## src/rtl/tour_cmd.sv

```systemverilog
// Replays a solved knight's tour as cmd_proc commands: each one-hot move becomes a
// vertical leg followed by a horizontal leg with fanfare. UART commands pass through when idle.
module tour_cmd #(
    parameter int NUM_MOVES = 24
) (
    input  logic        clk,
    input  logic        rst_n,
    input  logic        start_tour,
    input  logic [7:0]  move,
    output logic [4:0]  mv_indx,
    input  logic [15:0] cmd_UART,
    input  logic        cmd_rdy_UART,
    input  logic        clr_cmd_rdy,
    input  logic        send_resp,
    output logic [15:0] cmd,
    output logic        cmd_rdy,
    output logic        clr_cmd_rdy_UART,
    output logic [7:0]  resp
);
    typedef enum logic [2:0] {IDLE, VERT, WAIT_V, HORZ, WAIT_H} state_t;

    localparam logic [4:0] LAST = 5'(NUM_MOVES - 1);

    state_t      state, nxt_state;
    logic [4:0]  nxt_indx;
    logic [2:0]  sel;
    logic [15:0] vert_cmd, horz_cmd;

    // Lowest set bit wins; an empty move falls back to bit 0.
    always_comb begin
        sel = 3'd0;
        for (int i = 7; i >= 0; i--)
            if (move[i]) sel = 3'(i);
    end

    always_comb begin
        case (sel)
            3'd0:    begin vert_cmd = 16'h4002; horz_cmd = 16'h5BF1; end
            3'd1:    begin vert_cmd = 16'h4002; horz_cmd = 16'h53F1; end
            3'd2:    begin vert_cmd = 16'h4001; horz_cmd = 16'h53F2; end
            3'd3:    begin vert_cmd = 16'h47F1; horz_cmd = 16'h53F2; end
            3'd4:    begin vert_cmd = 16'h47F2; horz_cmd = 16'h53F1; end
            3'd5:    begin vert_cmd = 16'h47F2; horz_cmd = 16'h5BF1; end
            3'd6:    begin vert_cmd = 16'h47F1; horz_cmd = 16'h5BF2; end
            default: begin vert_cmd = 16'h4001; horz_cmd = 16'h5BF2; end
        endcase
    end

    always_ff @(posedge clk or negedge rst_n) begin
        if (!rst_n) begin
            state   <= IDLE;
            mv_indx <= 5'd0;
        end else begin
            state   <= nxt_state;
            mv_indx <= nxt_indx;
        end
    end

    always_comb begin
        nxt_state = state;
        nxt_indx  = mv_indx;
        case (state)
            IDLE:   if (start_tour) begin
                        nxt_state = VERT;
                        nxt_indx  = 5'd0;
                    end
            VERT:   if (clr_cmd_rdy) nxt_state = WAIT_V;
            WAIT_V: if (send_resp)   nxt_state = HORZ;
            HORZ:   if (clr_cmd_rdy) nxt_state = WAIT_H;
            WAIT_H: if (send_resp) begin
                        if (mv_indx == LAST) begin
                            nxt_state = IDLE;
                        end else begin
                            nxt_state = VERT;
                            nxt_indx  = mv_indx + 5'd1;
                        end
                    end
            default: nxt_state = IDLE;
        endcase
    end

    // Output mux: UART passthrough in IDLE, tour commands otherwise.
    always_comb begin
        cmd              = cmd_UART;
        cmd_rdy          = cmd_rdy_UART;
        clr_cmd_rdy_UART = clr_cmd_rdy;
        resp             = 8'hA5;
        if (state != IDLE) begin
            cmd              = (state == HORZ || state == WAIT_H) ? horz_cmd : vert_cmd;
            cmd_rdy          = (state == VERT || state == HORZ);
            clr_cmd_rdy_UART = 1'b0;
            resp             = (state == WAIT_H && mv_indx == LAST) ? 8'hA5 : 8'h5A;
        end
    end
endmodule

```

## config.mk

```make
export PLATFORM = sky130hd
export DESIGN_NAME = tour_cmd
export DESIGN_NICKNAME = d
export VERILOG_FILES = /design/src/rtl/tour_cmd.sv
export SDC_FILE = /design/constraint.sdc
export NUM_CORES = 1
export LEC_CHECK = 0
export BUFFER_PORTS_ARGS = -buffer_cell sky130_fd_sc_hd__buf_2
export CAP_MARGIN = 15
export CORE_ASPECT_RATIO = 1.2
export CORE_MARGIN = 5
export CORE_UTILIZATION = 40
export CTS_CLUSTER_SIZE = 28
export DETAILED_ROUTE_END_ITERATION = 16
export HOLD_SLACK_MARGIN = 0.15
export PLACE_DENSITY = 0.79
export REMOVE_ABC_BUFFERS = 1
export SYNTH_ARGS = -nofsm -noshare
export SYNTH_HDL_FRONTEND = slang
export SYNTH_SLANG_ARGS = --single-unit
```

## constraint.sdc

```tcl
create_clock -name clk -period 2.2 [get_ports clk]
set_clock_uncertainty 0.2 [all_clocks]
set_input_delay 0.44 -clock clk [delete_from_list [all_inputs] [get_ports clk]]
set_output_delay 0.44 -clock clk [all_outputs]
set_load 0.05 [all_outputs]
```

# ---- After elaboration in Yosys (flattened, before gate mapping)
# Cells that the tools add are included.
dict set report totals {
  regBits 8
  input_bits 30
  output_inout_bits 31
  word_cells 62
}
dict set report op_classes {
  n_addsub 1
  n_eq_ne 17
  muxes 27
  reduce_logical 15
}
# cell count
set ops {}
lappend ops {{$mux W3} 13}
lappend ops {{$pmux W12 S3} 1}
lappend ops {{$pmux W11 S3} 1}
lappend ops {{$mux W16} 2}
lappend ops {{$mux W8} 2}
lappend ops {{$mux W5} 3}
lappend ops {{$pmux W3 S5} 1}
lappend ops {{$eq A3 B2 Y1 const B} 4}
lappend ops {{$eq A3 B3 Y1 const B} 4}
lappend ops {{$ne A2 B2 Y1 const B} 6}
lappend ops {{$reduce_or A2 Y1} 6}
lappend ops {{$pmux W5 S2} 1}
lappend ops {{$eq A3 B1 Y1 const B} 2}
lappend ops {{$logic_not A3 Y1} 2}
lappend ops {{$add A5 B1 Y5 const B} 1}
lappend ops {{$eq A5 B5 Y1 const B} 1}
lappend ops {{$reduce_and A5 Y1} 1}
lappend ops {{$reduce_and A4 Y1} 1}
lappend ops {{$mux W1} 3}
lappend ops {{$reduce_bool A3 Y1} 1}
lappend ops {{$logic_or A1 B1 Y1} 2}
lappend ops {{$reduce_bool A2 Y1} 1}
lappend ops {{$logic_and A1 B1 Y1} 1}

# ---- Logic depth before layout (Yosys ltp)
dict set report depth {
  depth_word 13
  depth_mapped 6
  mapped_depth_nobuf 5
}

# ---- Worst setup path after synthesis
# OpenSTA, ideal clock, no wires.
dict set report synth_timing {
  path_kind {reg-to-output}
  start {register mv_indx[0]}
  end {output resp[2]}
  arrival_time_ns 2.334
  t_required_ns 1.560
  path_slack_ns -0.774
  path_stages_with_launch 7
  path_buffers 1
  cell_sequence {dfrtp_1 > ha_1 > nand4b_1 > nand2_1 > nand2_1 > inv_1 > buf_4}
}
dict set report synth_between {
  elab_chain_cells 4
}
# item line_no
set synth_rtl {}
lappend synth_rtl {{start: declaration} 10} ;# output logic [4:0] mv_indx,
lappend synth_rtl {{start signal: assignment} 55} ;# mv_indx <= nxt_indx;
lappend synth_rtl {{$eq A5 B5 Y1} 92} ;# resp = (state == WAIT_H && mv_indx == LAST) ? 8'hA5 : 8'h5A;
lappend synth_rtl {{$logic_and A1 B1 Y1} 92}
lappend synth_rtl {{$mux W8} 92}
lappend synth_rtl {{$mux W8} 88} ;# if (state != IDLE) begin
lappend synth_rtl {{end: declaration} 18} ;# output logic [7:0] resp
# No other way between the ends.

# ---- Worst setup path after layout
dict set report layout_timing {
  start {register state[0]}
  end {output cmd[10]}
}
dict set report layout_between {
  elab_chain_cells 4
  elab_cells_between_ends 6
  cone_classes {2 x eq/ne; 2 x mux; 2 x reduce/logical}
}
# item line_no
set layout_rtl {}
lappend layout_rtl {{start: declaration} 24} ;# state_t state, nxt_state;
lappend layout_rtl {{start signal: assignment} 54} ;# state <= nxt_state;
lappend layout_rtl {{$eq A3 B2 Y1 / $eq A3 B3 Y1 (equally long branches)} 89} ;# cmd = (state == HORZ || state == WAIT_H) ? horz_cmd : vert_cmd;
lappend layout_rtl {{$logic_or A1 B1 Y1} 89}
lappend layout_rtl {{$mux W16} 89}
lappend layout_rtl {{$mux W16 (*)} 88}
lappend layout_rtl {{end: declaration} 15} ;# output logic [15:0] cmd,
# Mark *: on every way between the ends. The rest lies on a longest branch, timed or not.

==> out/metrics.yaml <==
min_path:
  min_path_type: "in2reg"
synth:
  synth_edf_count: 0
  synth-async-reset-ratio: 1.00
  yosysUniqueCellTypes: 42
  synth_cells: 98
  yosysWarnings: 0
  syn_area_per_cell_um2: 8.50
  synthFlopType: "dfrtp_1"
  ys_seq_elements: 8
  netlist_area_um2: 833
  yosysSeqAreaShare: 0.240
critical_path:
  worstSetupPathType: "reg2out"
  crit_top_cell: "buf_6"
  crit_family: "flip-flops"
  cp.arrival_ps: 1560
  worstPathCellList: "buf_6 > nor3_4 > nand2_1 > o21ai_1 > buf_6"
  worstSetupStartpointType: "register"
  worst_path_max_delay_cell: "dfrtp_2"
  endpoint_kind: "output port"
  cpPeakStageDelay_ps: 440
  cp.required_ps: 1560
  path_max_fanout: 8
  crit_buf_inv: 2
detailed_routing:
  avgViaCountPerCell: 5.33
  dr.pass1.iters: 4
  drc: 0
  wl_per_cell_um: 14.5
  ant_nets: 0
  via_count: 992
  dr.first_iter.drc_count: 13
  wirelength_mm: 2.70
floorplanning:
  boundaryPins: 61
  die_h_um: 60
  rows: 18
  core-area_um2: 2030
  die_w_um: 51.7
  start_util: 0.411
  die-area_um2: 3100
clock_tree:
  cts_htree_levels: 1
  cts_tree: "done"
  clkTransAtPathRegs_ps: 50
  cts_root_buffer: "clkbuf_4"
  cts_buffers: 3
  clock_path_buffers: 2
  cts_sinks: 8
  clk_latency_ps: 250
sta:
  relSlewSlack: 0.805
  drv_slew: 0
  setup_viol: 0
  grt_setup_unrepaired: "yes"
  finalHoldViolations: 0
  fin_crit_sh: 0.999
  fin_crit_ps: 2200
  fmax_mhz: 455
  tightestPinTransition_ps: 292
global_routing:
  grt_max_degree: 10
  grt_pass1_vias: 871
  antenna_found_initial: 0
  grtUsageTotal: 0.153
  grt_pass1_wl_mm: 3.59
  grt.overflow.total: 0
cells_and_area:
  final_cell_mix: "buf_2 (39), buf_6 (17), buf_4 (13), nand2_1 (8), clkbuf_4 (8)"
  final_core_util: 0.683
  finalNetCount: 199
  drive_above_1_share: 0.584
  final_common_cell: "buf_2"
  fillers: 168
  area_delta_synth_final_pct: 66.2
  diodes: 0
  design_area_um2: 1390
status:
  status: "finished clean"
place:
  gp_congestion: 0.769
  hpwlAfterDp_mm: 1.95
  place_area_um2: 1110
  port_buffers: 60
flow_run:
  drv_cap: 0
-- final cells by class --
type                    instances  area, µm²  area share
clock buffers                   3       22.5      0.0163
well taps                      20       25.0      0.0181
multi-input cells              75        572       0.413
repair buffers                 76        547       0.395
inverters                       4       15.0      0.0108
flip-flops and latches          8        204       0.147
-- synthesized netlist by cell type (2+ instances only) --
master / number / area, µm²
a21oi_1: 2 / 10.0
o31ai_1: 2 / 15.0
xnor2_1: 2 / 17.5
o211ai_1: 3 / 22.5
nand4b_1: 2 / 17.5
o21a_1: 6 / 45.0
and2_1: 6 / 37.5
dfrtp_1: 8 / 200
nand2_1: 9 / 33.8
o21ai_0: 7 / 35.0
nand3_1: 3 / 15.0
inv_1: 4 / 15.0
buf_6: 2 / 22.5
a22o_1: 2 / 17.5
nor2_1: 7 / 26.3
buf_4: 7 / 52.6
-- layer usage --
| metal | vias up | wire length, µm | GRT usage |
|---|---|---|---|
| li1 | 489 | - | - |
| met1 | 461 | 984 | 0.157 |
| met2 | 40 | 1500 | 0.304 |
| met3 | 2 | 208 | 0.0224 |
| met4 | 0 | 6 | 0.0562 |
| met5 | - | 0 | 0 |
-- final timing paths --
check	cells past startpoint	from	slack, ps	end
max	5	state[0]	3	cmd[10]
min	2	send_resp	250	state[2]
max reg2reg	6	state[0]	530	mv_indx[3]
min reg2reg	1	mv_indx[3]	340	mv_indx[3]
max in group asynchronous	2	rst_n	1270	state[2]
min in group asynchronous	2	rst_n	350	mv_indx[1]
-- cells by family after synthesis --
family / synth area share
AND/OR/NAND/NOR: 0.305
adder cells (fa/ha/maj): 0.0150
XOR/XNOR: 0.0210
multiplexers: 0.0135
flip-flops: 0.240
buffers and inverters: 0.119
AO/OA/AOI/OAI: 0.287
-- registers in the layout (all words and copies together) (netlist names) --
register	cells
state	3
mv_indx	5
-- worst reg2reg max path, cell delays in order, from the launching register on --
cell      delay [ps]
dfrtp_2          440
buf_6            140
nor3_4           280
buf_4            170
nand2_1          110
o211ai_1         120
o31ai_1           90
-- through the flow --
stage | setup TNS [ps] | worst slack (ps) | hold slack (ps) | std cells
after floorplan | -14160 | -2440 | -55.6 | 87
after global placement | -4.34 | -2.25 | 88.0 | 172
after detailed placement | -286 | -49.5 | 89.9 | 172
after CTS | 0 | 3.59 | 241 | 179
after global routing | -132 | -56.1 | 258 | 186
final | 0 | 2.94 | 249 | 186
-- what timing repair did --
item                                    CTS  global route
gates resized for setup                  28            25
buffers inserted                          3             7
endpoints found under the hold margin     8             0
hold buffers                              1             0
pin swaps                                 0             7
endpoints found under the setup margin   17            24
Power is left out: the tool's default activity adds up to more than one toggle a clock period on the data nets, which glitch-free logic cannot reach.
